--- src/rtl/shift_arbiter.sv ---
// Round-robin arbiter that time-shares one barrel shifter between two requesters
// and registers each result into a single response slot with backpressure.

module barrel_shifter #(
  parameter int N = 32,
  parameter int M = 5
) (
  input  logic [N-1:0] data,
  input  logic [M-1:0] shamt,
  input  logic         left,
  output logic [N-1:0] result
);

  // Stage i shifts by 2**i when shamt[i] is set; right shifts replicate the sign bit.
  logic signed [N-1:0] stage [0:M];

  assign stage[0] = data;

  for (genvar i = 0; i < M; i++) begin : g_level
    localparam int SH = 1 << i;
    always_comb begin
      stage[i+1] = stage[i];
      if (shamt[i]) begin
        if (left) stage[i+1] = stage[i] << SH;
        else      stage[i+1] = stage[i] >>> SH;
      end
    end
  end

  assign result = stage[M];

endmodule

module shift_arbiter #(
  parameter int N = 32,
  parameter int M = 5
) (
  input  logic         clock,
  input  logic         reset,
  input  logic         req0_valid,
  output logic         req0_ready,
  input  logic [N-1:0] req0_data,
  input  logic [M-1:0] req0_shamt,
  input  logic         req0_left,
  input  logic         req1_valid,
  output logic         req1_ready,
  input  logic [N-1:0] req1_data,
  input  logic [M-1:0] req1_shamt,
  input  logic         req1_left,
  output logic         resp_valid,
  input  logic         resp_ready,
  output logic [N-1:0] resp_data,
  output logic         resp_id
);

  logic         resp_valid_q, resp_valid_d;
  logic [N-1:0] resp_data_q,  resp_data_d;
  logic         resp_id_q,    resp_id_d;
  logic         last_q,       last_d;

  logic         any_valid;
  logic         grant_idx;
  logic         can_accept;
  logic         accept;
  logic [N-1:0] sh_data;
  logic [M-1:0] sh_shamt;
  logic         sh_left;
  logic [N-1:0] sh_result;

  // Grant index defaults to 0 when nobody requests, so the shifter mux then sees requester 0.
  always_comb begin
    any_valid  = req0_valid | req1_valid;
    grant_idx  = (req0_valid && req1_valid) ? ~last_q : req1_valid;
    can_accept = !resp_valid_q || resp_ready;
    accept     = any_valid && can_accept && !reset;
    req0_ready = accept && !grant_idx;
    req1_ready = accept && grant_idx;
    sh_data    = grant_idx ? req1_data  : req0_data;
    sh_shamt   = grant_idx ? req1_shamt : req0_shamt;
    sh_left    = grant_idx ? req1_left  : req0_left;
  end

  barrel_shifter #(.N(N), .M(M)) u_shifter (
    .data   (sh_data),
    .shamt  (sh_shamt),
    .left   (sh_left),
    .result (sh_result)
  );

  always_comb begin
    resp_valid_d = resp_valid_q;
    resp_data_d  = resp_data_q;
    resp_id_d    = resp_id_q;
    last_d       = last_q;
    if (accept) begin
      resp_valid_d = 1'b1;
      resp_data_d  = sh_result;
      resp_id_d    = grant_idx;
      last_d       = grant_idx;
    end else if (resp_ready) begin
      resp_valid_d = 1'b0;
    end
  end

  // last resets to 1 so requester 0 wins the first tie.
  always_ff @(posedge clock) begin
    if (reset) begin
      resp_valid_q <= 1'b0;
      resp_data_q  <= '0;
      resp_id_q    <= 1'b0;
      last_q       <= 1'b1;
    end else begin
      resp_valid_q <= resp_valid_d;
      resp_data_q  <= resp_data_d;
      resp_id_q    <= resp_id_d;
      last_q       <= last_d;
    end
  end

  assign resp_valid = resp_valid_q;
  assign resp_data  = resp_data_q;
  assign resp_id    = resp_id_q;

endmodule

--- config.mk ---
export PLATFORM = sky130hd
export DESIGN_NAME = shift_arbiter
export DESIGN_NICKNAME = d
export VERILOG_FILES = /design/src/rtl/shift_arbiter.sv
export SDC_FILE = /design/constraint.sdc
export NUM_CORES = 1
export LEC_CHECK = 0
export ABC_AREA = 1
export BUFFER_PORTS_ARGS = -buffer_cell sky130_fd_sc_hd__buf_2
export CAP_MARGIN = 10
export CORE_MARGIN = 3
export CORE_UTILIZATION = 35
export DETAILED_ROUTE_END_ITERATION = 7
export GPL_ROUTABILITY_DRIVEN = 0
export MAX_ROUTING_LAYER = met4
export SLEW_MARGIN = 5
export SYNTH_ARGS = -nofsm -noshare
export SYNTH_HDL_FRONTEND = slang
export SYNTH_SLANG_ARGS = --single-unit
--- constraint.sdc ---
create_clock -name clock -period 3.23 [get_ports clock]
set_clock_uncertainty 0.05 [all_clocks]
set_input_delay 0.323 -clock clock [delete_from_list [all_inputs] [get_ports clock]]
set_output_delay 0.323 -clock clock [all_outputs]
set_load 0.02 [all_outputs]
==> results of run 1 <==
==> sequential cells by signal, indices dropped and copies added (netlist names) <==
signal,cells
resp_valid,1
last_q,1
resp_data,32
resp_id,1
==> kinds of logic (layout without fill, tap and decap cells) <==
kind of cell / Yosys count / after routing
and+or+nand+nor: 766 / 766
buffers and inverters: 107 / 188
muxes: 1 / 1
DFF: 35 / 35
AOI/OAI and AO/OA: 56 / 56
==> worst paths after layout <==
| check | startpoint | to | slack [ns] |
|---|---|---|---|
| setup / recovery | last_q$_SDFFE_PP1P_ | resp_data[8]$_SDFFE_PP0P_ | 0.45 |
| hold / removal | reset | resp_valid$_SDFFE_PP0P_ | 0.25 |
| setup reg to reg | last_q$_SDFFE_PP1P_ | resp_data[8]$_SDFFE_PP0P_ | 0.45 |
| hold reg to reg | resp_data[9]$_SDFFE_PP0P_ | resp_data[9]$_SDFFE_PP0P_ | 0.40 |
==> cells in the final DEF (no fill, tap or decap), types with 2 or more instances in the layout <==
cell type / Yosys / final
nand2_1: 507 / 507
nand3_1: 214 / 214
buf_2: 29 / 116
inv_1: 39 / 39
dfxtp_1: 35 / 35
a21oi_1: 27 / 27
nor2_1: 21 / 21
buf_4: 11 / 20
o21ai_0: 17 / 17
nand4_1: 9 / 9
inv_2: 5 / 5
o21ai_1: 5 / 5
clkbuf_16: 0 / 5
a22oi_1: 3 / 3
nor3_1: 3 / 3
nand2_2: 2 / 2
nand2_4: 2 / 2
nor2_2: 2 / 2
nand3b_1: 2 / 2
nand3_2: 2 / 2
a21boi_1: 2 / 2
==> worst max-delay path, stage by stage, from the launching register on <==
cell,delay [ns]
dfxtp_1,0.32
nand2_2,0.11
buf_4,0.27
nand3_1,0.12
nand2_2,0.10
buf_4,0.46
nand3_1,0.15
nand3_1,0.21
nand2_1,0.08
nand3_1,0.15
nand2_1,0.09
nand3_1,0.14
nand2_1,0.06
nand3_1,0.17
nand2_1,0.07
nand2_1,0.09
nand2_1,0.05
nand2_1,0.05
==> stage by stage <==
| stage | std cells | setup WS [ns] | hold slack, ns | area [um^2] |
|---|---|---|---|---|
| after CTS | 1218 | 0.516 | 0.241 | 5530 |
| after detailed placement | 1210 | 0.386 | 0.394 | 5350 |
| after floorplan | 965 | 1.25 | 0.342 | 4760 |
| final | 1218 | 0.447 | 0.247 | 5530 |
| after global placement | 1210 | 0.419 | 0.387 | 5350 |
| after global routing | 1218 | 0.157 | 0.255 | 5530 |
==> report_power, final <==
group	internal (mW)	switching, mW
Combinational	0.396	0.899
Clock	0.383	0.181
Sequential	0.490	0.0290
==> synthesized netlist by cell type, drive strengths merged <==
library cell | number | area, um^2
a21boi | 2 | 15.0
a21oi | 27 | 135
a22oi | 3 | 22.5
buf | 50 | 310
clkbuf | 13 | 48.8
dfxtp | 35 | 701
inv | 44 | 165
mux2 | 1 | 11.3
nand2 | 511 | 1940
nand3 | 216 | 1090
nand3b | 3 | 26.3
nand4 | 9 | 56.3
nor2 | 24 | 103
nor3 | 3 | 15.0
o211ai | 1 | 7.51
o21ai | 23 | 119
==> routing by layer <==
layer | vias to the layer above | GRT usage (%)
met5 | - | -
met4 | 0 | 5.81
met3 | 37 | 2.86
met2 | 249 | 37.0
met1 | 2866 | 31.1
li1 | 3264 | -
==> area by class of cell <==
cell class	instances	share of cell area, %
tap	172	3.89
clock buffer	6	2.51
sequential	35	12.7
multi-input combinational	823	64.1
timing repair buffer	136	13.2
clock inverter	2	0.634
inverter	44	2.99
==> results.sh, run 1 <==
export IMPL_crit_arrival_ns=2.96
export IMPL_ys_ff_latch=35
export IMPL_grt_max_degree=59
export IMPL_grt_pass1_vias=5675
export IMPL_wl_met2_um=7850
export IMPL_crit_path_end_kind="flip-flop"
export IMPL_design_die_area_um2=15000
export IMPL_path_class="flip-flop to flip-flop"
export IMPL_seq_area_um2=701
export IMPL_synth_xor_area_share_pct=0
export IMPL_setup_viol=0
export IMPL_yosys_area_share_simple_pct=67.8
export IMPL_hp_class="primary input to flip-flop"
export IMPL_slew_viol_final=0
export IMPL_maxCapViolCount=0
export IMPL_drc=0
export IMPL_wl_um=16800
export IMPL_synth_top_family_by_area="simple AND/OR/NAND/NOR gates"
export IMPL_cts_tree="done"
export IMPL_hold_buffers=0
export IMPL_syn_to_final_growth_pct=16.0
export IMPL_crit_required_ns=3.40
export IMPL_grt_ovfl_total=0
export IMPL_ctsRootBufferMaster="clkbuf_16"
export IMPL_wl_per_cell_um=13.8
export IMPL_p_per_area_nw_per_um2=430
export IMPL_nets=1126
export IMPL_clock_path_buffers=2
export IMPL_synth_avg_cell_area_um2=4.94
export IMPL_ys_seq_area_share_pct=14.7
export IMPL_viasPerCell=5.27
export IMPL_synth_mux_area_share_pct=0.236
export IMPL_worst_pin_slew_ns=1.18
export IMPL_htreeDepth=2
export IMPL_finalCriticalPeriod_ns=2.78
export IMPL_cp_start_kind="flip-flop"
export IMPL_drt_met1_wl_um=7430
export IMPL_initial_core_util_pct=36.7
export IMPL_antenna_cells=0
export IMPL_maxUsedRoutingLayer="met4"
export IMPL_netlist_instances=965
export IMPL_rsz0062_at_grt="false"
export IMPL_multi_input_area_um2=3540
export IMPL_rows=41
export IMPL_dr_wl_met3_um=1150
export IMPL_hold_violations=0
export IMPL_fin_util_pct=42.6
export IMPL_grt_pass1_wl_um=27900
export IMPL_die_x_um=123
export IMPL_portBuffers=116
export IMPL_syn_nets=1046
export IMPL_hold_depth=2
export IMPL_num_io_pins=117
export IMPL_insertion_delay_ns=0.28
export IMPL_ff2ff_path_depth=17
export IMPL_post_cts_setup_buffers=0
export IMPL_clk_pin_slew_ns=0.05
export IMPL_die_height_um=123
export IMPL_drtIter0Drc=618
export IMPL_cts_buffers=5
export IMPL_dr_pass1_iters=6
export IMPL_fillers=1477
export IMPL_core_um2=13000
export IMPL_ir_worst_vdd_v=0.000239
export IMPL_grt_antenna_before_repair=0
export IMPL_synth_compound_area_share_pct=6.28
export IMPL_track_usage_pct=23.2
export IMPL_vias=6416
export IMPL_relSlewSlack_pct=21.2
export IMPL_finalPower_mw=2.38
export IMPL_post_route_period_util_pct=86.2
export IMPL_p_leak_nw=3.16
export IMPL_yosys_cell_types_count=28
export IMPL_drtAntennaViolNets=0
export IMPL_status="finished clean"
export IMPL_hpwlAfterDp_um=12900
export IMPL_cts_sinks=35
export IMPL_syn_area_um2=4760
export IMPL_yosysWarnings=0
export IMPL_synth_adder_area_share_pct=0
export IMPL_drive_gt1_share_pct=15.4
export IMPL_ctsResizeCount=0
export IMPL_setup_tns_ns=0
export IMPL_critPathMaxFanout=58
export IMPL_timing_fmax_mhz=359
(Power assumes the default switching activity.)
==> run 2, diff against run 1 <==
--- a/config.mk
+++ b/config.mk
@@ -10,8 +10,9 @@
 export CAP_MARGIN = 10
 export CORE_MARGIN = 3
-export CORE_UTILIZATION = 35
+export CORE_UTILIZATION = 60
 export DETAILED_ROUTE_END_ITERATION = 7
 export GPL_ROUTABILITY_DRIVEN = 0
 export MAX_ROUTING_LAYER = met4
+export PLACE_DENSITY = 0.88
 export SLEW_MARGIN = 5
 export SYNTH_ARGS = -nofsm -noshare
--- a/constraint.sdc
+++ b/constraint.sdc
@@ -3,3 +3,3 @@
 set_input_delay 0.323 -clock clock [delete_from_list [all_inputs] [get_ports clock]]
 set_output_delay 0.323 -clock clock [all_outputs]
-set_load 0.02 [all_outputs]
+set_load 0.05 [all_outputs]
==> results.sh, run 2 (synthesized netlist as in run 1, its figures left out) <==
export IMPL_status="complete, but fails checks"
export IMPL_violations="DRC"
export IMPL_initial_core_util_pct=63.6
export IMPL_cp_slowest_stage_delay_ns=0.37
export IMPL_rsz0062_at_grt="false"
export IMPL_use_met2_pct=54.0
export IMPL_r2r_slack_ns=0.40
export IMPL_cts_buffers=5
export IMPL_crit_path_start="last_q$_SDFFE_PP1P_"
export IMPL_grt_pass1_vias=5695
export IMPL_clock_path_buffers=2
export IMPL_busiest_layer="met2"
export IMPL_largest_reg_flops=32
export IMPL_cp_start_kind="flip-flop"
export IMPL_insertion_delay_ns=0.28
export IMPL_drive_gt1_share_pct=15.1
export IMPL_clk_pin_slew_ns=0.07
export IMPL_maxCapViolCount=0
export IMPL_setup_viol=0
export IMPL_crit_required_ns=3.39
export IMPL_design_die_area_um2=9050
export IMPL_ctsResizeCount=0
export IMPL_grt_antenna_before_repair=0
export IMPL_met1_usage_pct=46.9
export IMPL_num_io_pins=117
export IMPL_relSlewSlack_pct=20.9
export IMPL_grt_use_met3_pct=5.84
export IMPL_r2r_end="resp_data[0]$_SDFFE_PP0P_"
export IMPL_crit_path_end_kind="flip-flop"
export IMPL_post_route_period_util_pct=87.6
export IMPL_worst_pin_slew_ns=1.18
export IMPL_final_common_cell="nand2_1"
export IMPL_finalPower_mw=2.31
export IMPL_dr_pass1_iters=8
export IMPL_cp_num_buf_inv=2
export IMPL_die_height_um=95.1
export IMPL_p_leak_nw=3.12
export IMPL_hold_buffers=0
export IMPL_drtIter0Drc=890
export IMPL_hold_violations=0
export IMPL_post_cts_setup_buffers=0
export IMPL_ir_worst_vdd_v=0.000344
export IMPL_worst_slack_ns=0.402
export IMPL_nets=1125
export IMPL_crit_family="simple AND/OR/NAND/NOR gates"
export IMPL_fillers=696
export IMPL_slowest_stage="inv_2"
export IMPL_hold_depth=2
export IMPL_track_usage_pct=35.1
export IMPL_fin_util_pct=71.5
export IMPL_setup_tns_ns=0
export IMPL_hp_class="primary input to flip-flop"
export IMPL_holdPathEnd="resp_valid$_SDFFE_PP0P_"
export IMPL_slew_viol_final=0
export IMPL_crit_chain="nand2_2, nand2_4, nand2_1, nand2_1, buf_4, nand2_1, inv_2, nand3_1, nand3_2, nand2_1, nand3_1, nand2_1, a21oi_1"
export IMPL_wl_um=15000
export IMPL_cts_sinks=35
export IMPL_final_cell_mix="nand2_1 (507), nand3_1 (214), buf_2 (116), inv_1 (39), dfxtp_1 (35)"
export IMPL_dp_worst_setup_slack_ns=0.438
export IMPL_rows=31
export IMPL_path_class="flip-flop to flip-flop"
export IMPL_crit_arrival_ns=2.99
export IMPL_whs_ns=0.230
export IMPL_wl_per_cell_um=13.2
export IMPL_portBuffers=116
export IMPL_core_um2=7490
export IMPL_antenna_cells=0
export IMPL_syn_to_final_growth_pct=12.4
export IMPL_critPathMaxFanout=30
export IMPL_grt_pass1_wl_um=25600
export IMPL_hold_start="reset"
export IMPL_ff2ff_path_depth=13
export IMPL_hpwlAfterDp_um=11500
export IMPL_grt_ovfl_total=0
export IMPL_ctsRootBufferMaster="clkbuf_8"
export IMPL_r2r_start="last_q$_SDFFE_PP1P_"
export IMPL_p_per_area_nw_per_um2=431
export IMPL_grt_max_degree=41
export IMPL_die_x_um=95.1
export IMPL_htreeDepth=2
export IMPL_path_common_cell="nand2_1"
export IMPL_timing_fmax_mhz=354
export IMPL_finalCriticalPeriod_ns=2.83
export IMPL_cts_tree="done"
export IMPL_drtAntennaViolNets=0
export IMPL_viasPerCell=5.75
export IMPL_vias=6575
export IMPL_drc=8
[run 2: cell types whose count changed in the layout (fill, tap and decap cells not counted)]
cell	previous run	this run
clkbuf_1	0	1
clkbuf_8	1	5
buf_4	20	19
clkbuf_16	5	0
clkinv_2	1	0
[run 2: per-stage QoR]
step	cells	cell area, um^2
after global routing	1143	5360
after CTS	1143	5360
after floorplan	965	4760
after global placement	1136	5250
after detailed placement	1136	5250
final	1143	5360
[run 2: worst max-delay path by stage]
stage,end,slack [ns],cells after the start
4_1_cts,resp_data[0]$_SDFFE_PP0P_,0.52,13
2_1_floorplan,req1_ready,0.86,8
5_1_grt,resp_data[16]$_SDFFE_PP0P_,0.19,15
6_report,resp_data[0]$_SDFFE_PP0P_,0.40,13
3_5_place_dp,resp_data[25]$_SDFFE_PP0P_,0.44,17
3_3_place_gp,resp_data[25]$_SDFFE_PP0P_,0.46,17
[run 2: metal layers]
metal  vias to the layer above  part of all wire [%]  wire length, um
met5                         -                     0                0
met4                         0                   2.5              379
met3                        52                    11             1720
met2                       430                    45             6800
met1                      2832                    41             6140
li1                       3261                     -                -
[run 2: layout make-up]
type	instances	area, um^2	area share (%)
Multi-Input combinational cell	823	3540	66.1
Timing Repair Buffer	135	723	13.5
Sequential cell	35	701	13.1
Inverter	44	165	3.08
Tap cell	99	124	2.31
Clock buffer	6	72.6	1.36
Clock inverter	1	30.0	0.561
[run 2: where the power goes]
group	total (mW)	internal [mW]	switching, mW	leakage [nW]
Combinational	1.41	0.395	1.01	2.78
Clock	0.381	0.226	0.155	0.0513
Sequential	0.519	0.489	0.0299	0.291
Total	2.31	1.11	1.20	3.12
[run 2: worst register-to-register path, stage by stage, from the launching register on]
cell and delay, ns:
dfxtp_1 0.35, nand2_2 0.15, nand2_4 0.27, nand2_1 0.09, nand2_1 0.20, buf_4 0.26
nand2_1 0.16, inv_2 0.37, nand3_1 0.20, nand3_2 0.16, nand2_1 0.07, nand3_1 0.19
nand2_1 0.07, a21oi_1 0.17
